File: config.mk
export PLATFORM = sky130hd
export DESIGN_NAME = ram_burst_master
export DESIGN_NICKNAME = d
export VERILOG_FILES = /design/src/rtl/ram_burst_master.sv
export SDC_FILE = /design/constraint.sdc
export NUM_CORES = 1
export LEC_CHECK = 0
export CORE_UTILIZATION = 44
export DETAILED_ROUTE_END_ITERATION = 12
export PLACE_DENSITY = 0.82
export SLEW_MARGIN = 20
export SYNTH_ARGS = -nofsm -noshare
export SYNTH_HDL_FRONTEND = slang
export SYNTH_SLANG_ARGS = --single-unit
File: constraint.sdc
create_clock -name clk -period 4.1 [get_ports clk]
set_clock_uncertainty 0.1 [all_clocks]
set_input_delay 0.82 -clock clk [delete_from_list [all_inputs] [get_ports clk]]
set_output_delay 0.82 -clock clk [all_outputs]
set_load 0.05 [all_outputs]
File: src/rtl/ram_burst_master.sv
// ram_burst_master: burst command controller driving a single-port RAM, with a write stream in and a 2-entry read buffer out.
module ram_burst_master #(
  parameter int DATA_WIDTH = 8,
  parameter int DEPTH = 16,
  localparam int AW = $clog2(DEPTH),
  localparam int LW = AW + 1
) (
  input  logic                  clk,
  input  logic                  rst,
  input  logic                  cmd_valid_i,
  output logic                  cmd_ready_o,
  input  logic                  cmd_write_i,
  input  logic [AW-1:0]         cmd_addr_i,
  input  logic [LW-1:0]         cmd_len_i,
  input  logic                  wr_valid_i,
  output logic                  wr_ready_o,
  input  logic [DATA_WIDTH-1:0] wr_data_i,
  input  logic [DATA_WIDTH-1:0] wr_mask_i,
  output logic                  rd_valid_o,
  input  logic                  rd_ready_i,
  output logic [DATA_WIDTH-1:0] rd_data_o,
  output logic                  rd_last_o,
  output logic                  done_o,
  output logic                  busy_o,
  output logic                  ram_en_o,
  output logic                  ram_we_o,
  output logic [AW-1:0]         ram_addr_o,
  output logic [DATA_WIDTH-1:0] ram_wdata_o,
  output logic [DATA_WIDTH-1:0] ram_wmask_o,
  output logic                  ram_wp_o,
  output logic                  ram_test_o,
  input  logic [DATA_WIDTH-1:0] ram_rdata_i
);
  localparam logic [2:0] S_IDLE  = 3'd0;
  localparam logic [2:0] S_WRITE = 3'd1;
  localparam logic [2:0] S_READ  = 3'd2;
  localparam logic [2:0] S_DRAIN = 3'd3;
  localparam logic [2:0] S_DONE  = 3'd4;
  localparam logic [AW-1:0] ADDR_MAX = AW'(DEPTH - 1);
  localparam logic [LW-1:0] LEN_MAX = LW'(DEPTH);

  logic [2:0]            state_q, state_d;
  logic [AW-1:0]         addr_q, addr_d, addr_inc;
  logic [LW-1:0]         rem_q, rem_d, len_c;
  logic                  if_q, if_d, if_last_q, if_last_d;
  logic [DATA_WIDTH-1:0] buf_q [2];
  logic [1:0]            buf_last_q, cnt_q;
  logic                  head_q, wr_idx;
  logic                  accept, wbeat, issue, pop, last_beat;

  assign accept    = cmd_valid_i && state_q == S_IDLE;
  assign len_c     = cmd_len_i > LEN_MAX ? LEN_MAX : cmd_len_i;
  assign wbeat     = state_q == S_WRITE && wr_valid_i;
  assign pop       = rd_valid_o && rd_ready_i;
  // Counting the same-cycle pop lets a read issue every cycle while the consumer keeps up.
  assign issue     = state_q == S_READ && (3'(cnt_q) + 3'(if_q) - 3'(pop)) < 3'd2;
  assign last_beat = rem_q == LW'(1);
  assign addr_inc  = addr_q == ADDR_MAX ? '0 : addr_q + AW'(1);
  assign wr_idx    = head_q ^ cnt_q[0];

  always_comb begin
    state_d   = state_q;
    addr_d    = addr_q;
    rem_d     = rem_q;
    if_d      = issue;
    if_last_d = issue && last_beat;
    if (accept) begin
      addr_d  = cmd_addr_i;
      rem_d   = len_c;
      state_d = len_c == '0 ? S_DONE : cmd_write_i ? S_WRITE : S_READ;
    end
    if (wbeat || issue) begin
      addr_d = addr_inc;
      rem_d  = rem_q - LW'(1);
    end
    if ((wbeat || issue) && last_beat) state_d = wbeat ? S_DONE : S_DRAIN;
    if (state_q == S_DRAIN && cnt_q == '0 && !if_q) state_d = S_DONE;
    if (state_q == S_DONE) state_d = S_IDLE;
  end

  always_ff @(posedge clk or posedge rst) begin
    if (rst) begin
      state_q   <= S_IDLE;
      addr_q    <= '0;
      rem_q     <= '0;
      if_q      <= 1'b0;
      if_last_q <= 1'b0;
    end else begin
      state_q   <= state_d;
      addr_q    <= addr_d;
      rem_q     <= rem_d;
      if_q      <= if_d;
      if_last_q <= if_last_d;
    end
  end

  // RAM data lands one cycle after issue; the in-flight flag marks that cycle.
  always_ff @(posedge clk or posedge rst) begin
    if (rst) begin
      buf_q[0]   <= '0;
      buf_q[1]   <= '0;
      buf_last_q <= '0;
      head_q     <= 1'b0;
      cnt_q      <= '0;
    end else begin
      if (if_q) begin
        buf_q[wr_idx]      <= ram_rdata_i;
        buf_last_q[wr_idx] <= if_last_q;
      end
      if (pop) head_q <= ~head_q;
      cnt_q <= cnt_q + 2'(if_q) - 2'(pop);
    end
  end

  assign cmd_ready_o = state_q == S_IDLE;
  assign wr_ready_o  = state_q == S_WRITE;
  assign busy_o      = state_q != S_IDLE;
  assign done_o      = state_q == S_DONE;
  assign rd_valid_o  = cnt_q != '0;
  assign rd_data_o   = buf_q[head_q];
  assign rd_last_o   = rd_valid_o && buf_last_q[head_q];
  assign ram_en_o    = wbeat || issue;
  assign ram_we_o    = wbeat;
  assign ram_addr_o  = addr_q;
  assign ram_wdata_o = wbeat ? wr_data_i : '0;
  assign ram_wmask_o = wbeat ? wr_mask_i : '0;
  assign ram_wp_o    = 1'b0;
  assign ram_test_o  = 1'b0;
endmodule

### After elaboration in Yosys (flattened, before gate mapping)

Index checks and enable logic that the tools add are counted.

* bits in registers: 35

* add/sub/neg operators: 6
* $lt $le $gt $ge: 8
* equality and inequality tests: 6
* mux-type cells: 26
* bitwise operators: 4
* reductions and logical operators: 20

Operators by type and width (number)
* 8-bit two-way mux: 6
* 3-bit two-way mux: 6
* 16-bit bitwise mux: 1
* 5-bit two-way mux: 3
* 4-bit two-way mux: 3
* 1-bit logical AND: 11
* 8-bit demux with 1-bit select: 1
* 3-bit by 2-bit == test with 1-bit output, second input constant: 2
* 5-bit by 1-bit == test with 1-bit output, second input constant: 1
* 5-bit greater-than comparator, second input constant: 1
* 5-bit logical NOT: 1
* 5-bit by 1-bit subtractor with 5-bit output, second input constant: 1
* 4-bit by 1-bit adder with 4-bit output, second input constant: 1
* 4-bit == test, second input constant: 1
* 2-bit greater-or-equal comparator, second input constant: 2
* 1-bit by 2-bit < comparator with 1-bit output, second input constant: 2
* 1-bit inverter with 2-bit output: 2
* 2-bit nonzero test: 2
* 4-bit nonzero test: 1
* 2-bit by 1-bit adder with 3-bit output: 1
* 3-bit by 1-bit == test with 1-bit output, second input constant: 1
* 3-bit == test, second input constant: 1
* 3-bit logical NOT: 1
* 3-bit by 2-bit < comparator with 1-bit output, second input constant: 1
* 15 further kinds: 17

### Logic depth before layout (Yosys ltp)

Gate-level depths: netlist of the first run.

* depth in word-level cells: 10
* mapped depth: 13

### Least setup slack after synthesis of the first run

Ideal clock, no wire load.

* path kind: input -> output
* start: in rd_ready_i
* end: out ram_en_o
* arrival: 2.561 ns
* slack: 0.619 ns
* stages: 10
* path buffers: 1
* cell sequence: nor2b_1 > ha_1 > inv_1 > ha_1 > inv_1 > fa_1 > xnor2_1 > a21oi_4 > inv_2 > buf_6

* word-level cells in the longest chain between the ends: 5

RTL lines
* from (decl): RTL line 20 `input logic rd_ready_i,`
* 1-bit logical AND: RTL line 54 `assign pop = rd_valid_o && rd_ready_i;`
* 3-bit by 1-bit subtractor with 3-bit output: RTL line 56 `assign issue = state_q == S_READ && (3'(cnt_q) + 3'(if_q) - 3'(pop)) < 3'd2;`
* 3-bit by 2-bit < comparator with 1-bit output: RTL line 56
* 1-bit logical AND: RTL line 56
* 1-bit logical OR: RTL line 122 `assign ram_en_o = wbeat || issue;`
* to (decl): RTL line 25 `output logic ram_en_o,`

No other way between the ends.

### Final worst setup path of the first run

* start: in rd_ready_i
* end: out ram_en_o

* word-level cells in the longest chain between the ends: 5

RTL lines
* 1-bit logical AND: RTL line 54
* net pop: RTL line 49 `logic accept, wbeat, issue, pop, last_beat;`
* 3-bit by 1-bit subtractor with 3-bit output: RTL line 56
* 3-bit by 2-bit < comparator with 1-bit output: RTL line 56
* 1-bit logical AND: RTL line 56
* 1-bit logical OR: RTL line 122

The timed path passes the listed nets, and every way through them passes these cells.

==> metrics.txt, run 1 <==
routed via count=1643; most common flop cell mapped by yosys=dfrtp_1; P&R area growth vs syn=43.0%; Worst EP arrival=3.04 ns; Avg Vias per Cell=5.28; initial antenna violation count=0; worst path required time=3.18 ns; Multi-input gate area=1020 um^2; Remaining DRCs=0; Clock Sinks=35; area leader, netlist=dfrtp_1; flip-flop and latch count after synthesis=35; maximum root-to-sink buffer count=2; Leakage=1.29 nW; CTS tree=yes; CP endpoint=ram_en_o; fmax=0.252 GHz; Final min period=3.96 ns; Final ANT Viol Nets=0; first-pass GRT wire length=7000 um; CTS Buf Count=5; layout cells sized above 1=0.251; final hold vios=0; CP endpoint kind=primary output; overall routing resource usage=0.177; R2R Path Start=cnt_q[1]$_DFF_PP0_; Initial DRC Count=53; Routed wire per std cell=13.3 um; worst slew pin tran=0.605 ns; max-slew violation count=0; GPL Wtd Cong=0.768; die area=4820 um^2; post-synthesis instance total=180; Die X=69.4 um; Cell Pwr Density=855 nW/um^2; commonest non-fill, non-tap cells in the layout=clkdlybuf4s50_1 (56), dfrtp_1 (35), mux2_2 (26); setup_tns=0 ns; total grt overflow=0; core area=4350 um^2; Reg2Reg Capture Point=state_q[1]$_DFFE_PP0P_; Post-synth EDFFs=0; peak supply drop=0.591 mV; r2r setup slk=0.94 ns; worst-skew pair later-pin latency=0.28 ns; Hold/Removal Path Class=flop to flop; Die Ht=69.4 um; drt first pass iters=4; Fill cells=326; Synth cell types=48; CP startpoint kind=input port; largest net degree at the start of global routing=21; worst-path fanout max=4; Util after Layout=0.657; final period utilization=0.967; htree depth=2; Synth top area share=0.438; Nets=303; CP Launch Point=rd_ready_i; CTS clk-pin slew, worst paths=0.07 ns; Routed WL=4140 um; MaxCap Viol Count=0; status=complete, no violations; Avg Cell Area, Syn=11.1 um^2; kind of critical path=input port to primary output; Yosys warning total=0; Seq/Total Area, Yosys=0.438; PortBufs=74; HPWL Detailed=3150 um; commonest non-fill, non-tap cell in the layout=clkdlybuf4s50_1; FFs w/ async S/R, synth=1.00; Post-Syn Area=2000 um^2; initial core utilization=0.459; Synth area leaders=dfrtp_1 (44%), mux2_2 (15%), and2_1 (5.3%); clock root buffer master=clkbuf_8; Rel. slew slack=0.596; Core Rows=24; n_diodes=0; sequential cell area=876 um^2; vias in the first global route=1588; IO Pins=77; Final Setup Violations=0; Worst R2R Path Depth=13; RSZ-0062 raised after global routing=no
## metrics by stage
stage	total power [mW]	setup WS [ns]	cells	hold WS [ns]	area [um^2]
3_3_place_gp	2.15	0.115	302	0.382	2750
4_1_cts	2.44	0.0540	310	0.407	2840
3_5_place_dp	2.17	0.0750	302	0.390	2750
2_1_floorplan	1.74	0.619	181	0.374	2000
5_1_grt	2.59	0.0265	311	0.417	2860
6_report	2.45	0.136	311	0.405	2860
## worst max-delay path, cell delays in order
cell and delay, ns:
clkdlybuf4s50_1 0.45, nor2b_2 0.17, ha_1 0.24, inv_1 0.06, ha_1 0.13, inv_1 0.04
fa_1 0.45, and4bb_4 0.24, a21oi_4 0.21, inv_2 0.08, buf_12 0.15
## registers in the layout, summed over array words and instances, names as in the netlist
name and cells:
if_q 1, buf_q 16, ram_addr_o 4, rem_q 5, cnt_q 2, head_q 1, state_q 3, if_last_q 1
buf_last_q 2
## routing by layer
| layer | wire length [um] | global-route usage | part of all wire |
|---|---|---|---|
| met3 | 299 | 0.0538 | 0.072 |
| met1 | 1780 | 0.219 | 0.43 |
| met2 | 2000 | 0.297 | 0.48 |
| met4 | 57 | 0.0567 | 0.014 |
| met5 | 0 | 0 | 0 |
## cells in the mapped netlist (2+ instances only)
cell type,count
dfrtp_1,35
mux2_2,26
and2_1,17
inv_1,17
a21oi_1,6
ha_1,5
mux2i_1,5
nand2_1,5
nor2_1,5
o21ai_0,5
a31oi_1,4
nand3_1,4
o21a_1,4
buf_2,2
buf_4,2
buf_6,2
clkbuf_1,2
nor3_1,2
o31a_1,2
xnor2_1,2
## cell families after synthesis
group | Yosys count | share of synthesized area
AND/OR/NAND/NOR | 44 | 0.151
flip-flops | 35 | 0.438
AO/OA/AOI/OAI | 34 | 0.122
multiplexers | 31 | 0.171
buffers and inverters | 26 | 0.0613
adder cells (fa/ha/maj) | 6 | 0.0413
XOR/XNOR | 3 | 0.0131
other | 1 | 0.00187
## final cells by class
type / count / share of cell area
multi-input combinational: 120 / 0.355
sequential: 35 / 0.306
timing repair buffer: 78 / 0.258
clock buffer: 6 / 0.0289
inverter: 18 / 0.0236
tap: 52 / 0.0227
clock inverter: 2 / 0.00568
## where the power goes
part	switching (mW)	total (mW)	leakage, nW	internal [mW]
clock	0.123	0.260	0.0474	0.137
sequential	0.164	0.672	0.419	0.507
combinational	0.876	1.51	0.824	0.638
total	1.16	2.45	1.29	1.28
## what timing repair did
item                                    in CTS  in global routing
buffers inserted                             0                  1
gates resized for setup                      0                  2
endpoints found under the setup margin       0                  1
hold buffers                                 0                  0
## worst min-delay path by stage
stage                    startpoint                    to  cells past startpoint  slack, ns
2_1_floorplan  buf_q[0]$_DFFE_PP0P_  buf_q[0]$_DFFE_PP0P_                      1       0.37
3_3_place_gp   buf_q[7]$_DFFE_PP0P_  buf_q[7]$_DFFE_PP0P_                      1       0.38
3_5_place_dp   buf_q[7]$_DFFE_PP0P_  buf_q[7]$_DFFE_PP0P_                      1       0.39
4_1_cts        buf_q[7]$_DFFE_PP0P_  buf_q[7]$_DFFE_PP0P_                      1       0.41
5_1_grt        buf_q[5]$_DFFE_PP0P_  buf_q[5]$_DFFE_PP0P_                      1       0.42
6_report       buf_q[7]$_DFFE_PP0P_  buf_q[7]$_DFFE_PP0P_                      1       0.41
(Power assumes the default switching activity.)
==> run 2, diff against run 1 <==
Settings changed: CTS_BUF_LIST set to sky130_fd_sc_hd__clkbuf_16, HOLD_SLACK_MARGIN set to 0.06.
==> run 2 against run 1 <==
  * Sequential power about the same
  * Total power rose by 3.8%
  * Die area unchanged
  * Highest routed layer unchanged
  * Worst hold slack worse by 0.0056 ns
  * Register-to-register slack hardly changed
  * Largest cell class unchanged
  * Combinational power about the same
  * Routed wire length grew 0.39%
  * Sequential share of layout area is 0.41 points lower
==> metrics.txt, run 2 (synthesis results as in run 1) <==
status=complete, no violations (unchanged); Rel. slew slack=0.597 (was 0.596); Remaining DRCs=0 (unchanged); worst path required time=3.18 ns (about the same); Leakage=1.31 nW (was 1.29 nW); PortBufs=74 (unchanged); clock root buffer master=clkbuf_16 (was clkbuf_8); Final Setup Violations=0 (unchanged); n_diodes=0 (unchanged); worst slew pin tran=0.603 ns (was 0.605 ns); Crit-path slowest cell=clkdlybuf4s50_1 (unchanged); Top reg by flops=buf_q (unchanged); CTS Buf Count=5 (unchanged); Die X=69.4 um (unchanged); GPL Wtd Cong=0.768 (unchanged); Hold Buf Count CTS=0 (unchanged); die area=4820 um^2 (unchanged); RSZ-0062 raised after global routing=no (unchanged); peak supply drop=0.457 mV (was 0.591 mV); routed via count=1654 (was 1643); total grt overflow=0 (unchanged); setup_tns=0 ns (unchanged); CTS clk-pin slew, worst paths=0.05 ns (was 0.07 ns); Routed WL=4150 um (was 4140 um); Die Ht=69.4 um (unchanged); fmax=0.250 GHz (was 0.252 GHz); Util after Layout=0.666 (was 0.657); CP bufs+invs=5 (unchanged); HPWL Detailed=3150 um (unchanged); CP startpoint kind=input port (unchanged); R2R Path Start=cnt_q[1]$_DFF_PP0_ (unchanged); layout cells sized above 1=0.244 (was 0.251); MaxCap Viol Count=0 (unchanged); initial antenna violation count=0 (unchanged); IO Pins=77 (unchanged); final setup margin=0.107 ns (was 0.136 ns); commonest non-fill, non-tap cells in the layout=clkdlybuf4s50_1 (56), dfrtp_1 (35), mux2_2 (26) (unchanged); pre-CTS setup slack=0.0750 ns (unchanged); Nets=302 (was 303); final period utilization=0.974 (was 0.967); first-pass GRT wire length=7110 um (was 7000 um); overall routing resource usage=0.180 (was 0.177); final hold vios=0 (unchanged); initial core utilization=0.459 (unchanged); worst-skew pair later-pin latency=0.28 ns (about the same); Worst EP arrival=3.07 ns (was 3.04 ns); commonest non-fill, non-tap cell in the layout=clkdlybuf4s50_1 (unchanged); CTS tree=yes (unchanged); max-slew violation count=0 (unchanged); Initial DRC Count=50 (was 53); core area=4350 um^2 (unchanged); Final ANT Viol Nets=0 (unchanged); Fill cells=328 (was 326); dpl cells=302 (unchanged); CP Launch Point=rd_ready_i (unchanged); kind of critical path=input port to primary output (unchanged); maximum root-to-sink buffer count=2 (unchanged); htree depth=2 (unchanged); min-delay src=buf_q[7]$_DFFE_PP0P_ (unchanged); Hold/Removal Path Class=flop to flop (unchanged); worst-path fanout max=6 (was 4); Largest register FFs=16 (unchanged); Cell Chain, Critical Path=clkdlybuf4s50_1 > nor2b_2 > ha_1 > inv_1 > ha_1 > inv_1 > fa_1 > and4bb_4 > a21oi_4 > inv_2 > buf_12 (unchanged); Routed wire per std cell=13.4 um (was 13.3 um); Core Rows=24 (unchanged); Final min period=3.99 ns (was 3.96 ns); total setup buffers inserted after CTS=0 (unchanged); drt first pass iters=4 (unchanged); Top delay family on crit path=adder cells (unchanged); Avg Vias per Cell=5.34 (was 5.28); Clock Sinks=35 (unchanged); vias in the first global route=1594 (was 1588); Post-Layout Cell Count=310 (was 311); Final Power=2.54 mW (was 2.45 mW); critical path's largest stage delay=0.45 ns (about the same); Cell Pwr Density=875 nW/um^2 (was 855 nW/um^2); P&R area growth vs syn=45.0% (was 43.0%); largest net degree at the start of global routing=21 (unchanged); CP endpoint kind=primary output (unchanged)
run 2: final cells by class:
type | instances | area (um^2) | share of cell area
multi-input cells | 120 | 1020 | 0.350
clock inverters | 3 | 20.0 | 0.00690
well taps | 52 | 65.1 | 0.0224
clock buffers | 5 | 125 | 0.0431
flip-flops and latches | 35 | 876 | 0.302
inverters | 18 | 67.6 | 0.0233
repair buffers | 77 | 731 | 0.252
run 2: through the flow:
step | instance area [um^2] | hold WS, ns
2_1_floorplan | 2000 | 0.374
3_3_place_gp | 2750 | 0.382
3_5_place_dp | 2750 | 0.390
4_1_cts | 2890 | 0.402
5_1_grt | 2900 | 0.412
6_report | 2900 | 0.400
run 2: path summary, 6_finish.rpt:
path / endpoint / slack [ns] / cells past startpoint
min in group asynchronous: buf_q[6]$_DFFE_PP0P_ / 0.82 / 2
max in group asynchronous: state_q[0]$_DFFE_PP0P_ / 2.40 / 3
hold reg to reg: buf_q[7]$_DFFE_PP0P_ / 0.40 / 1
hold / removal: buf_q[7]$_DFFE_PP0P_ / 0.40 / 1
setup / recovery: ram_en_o / 0.11 / 11
setup reg to reg: state_q[1]$_DFFE_PP0P_ / 0.93 / 13
run 2: what timing repair did:
action / in CTS / in global routing
setup endpoints to repair: 0 / 1
hold endpoints to repair: 0 / 0
resized for setup: 0 / 2
run 2: metal layers:
metal / part of all wire / vias up / GRT usage
met5: 0 / - / 0
met4: 0.014 / 0 / 0.0590
met3: 0.079 / 9 / 0.0538
met2: 0.49 / 66 / 0.299
met1: 0.42 / 792 / 0.224
li1: - / 787 / -
run 2: report_power, final:
part / switching, mW / total (mW) / leakage [nW] / internal, mW
Sequential: 0.164 / 0.673 / 0.419 / 0.508
Combinational: 0.875 / 1.51 / 0.820 / 0.632
Clock: 0.135 / 0.358 / 0.0674 / 0.223
Total: 1.17 / 2.54 / 1.31 / 1.36
run 2: worst register-to-register path, delay by kind of cell, from the launching register on:
kind	cells	cell delay [ns]
AO/OA/AOI/OAI	3	0.61
adder cells (fa/ha/maj)	3	0.87
buffers and inverters	4	0.38
flip-flops	1	0.44
AND/OR/NAND/NOR	3	0.69
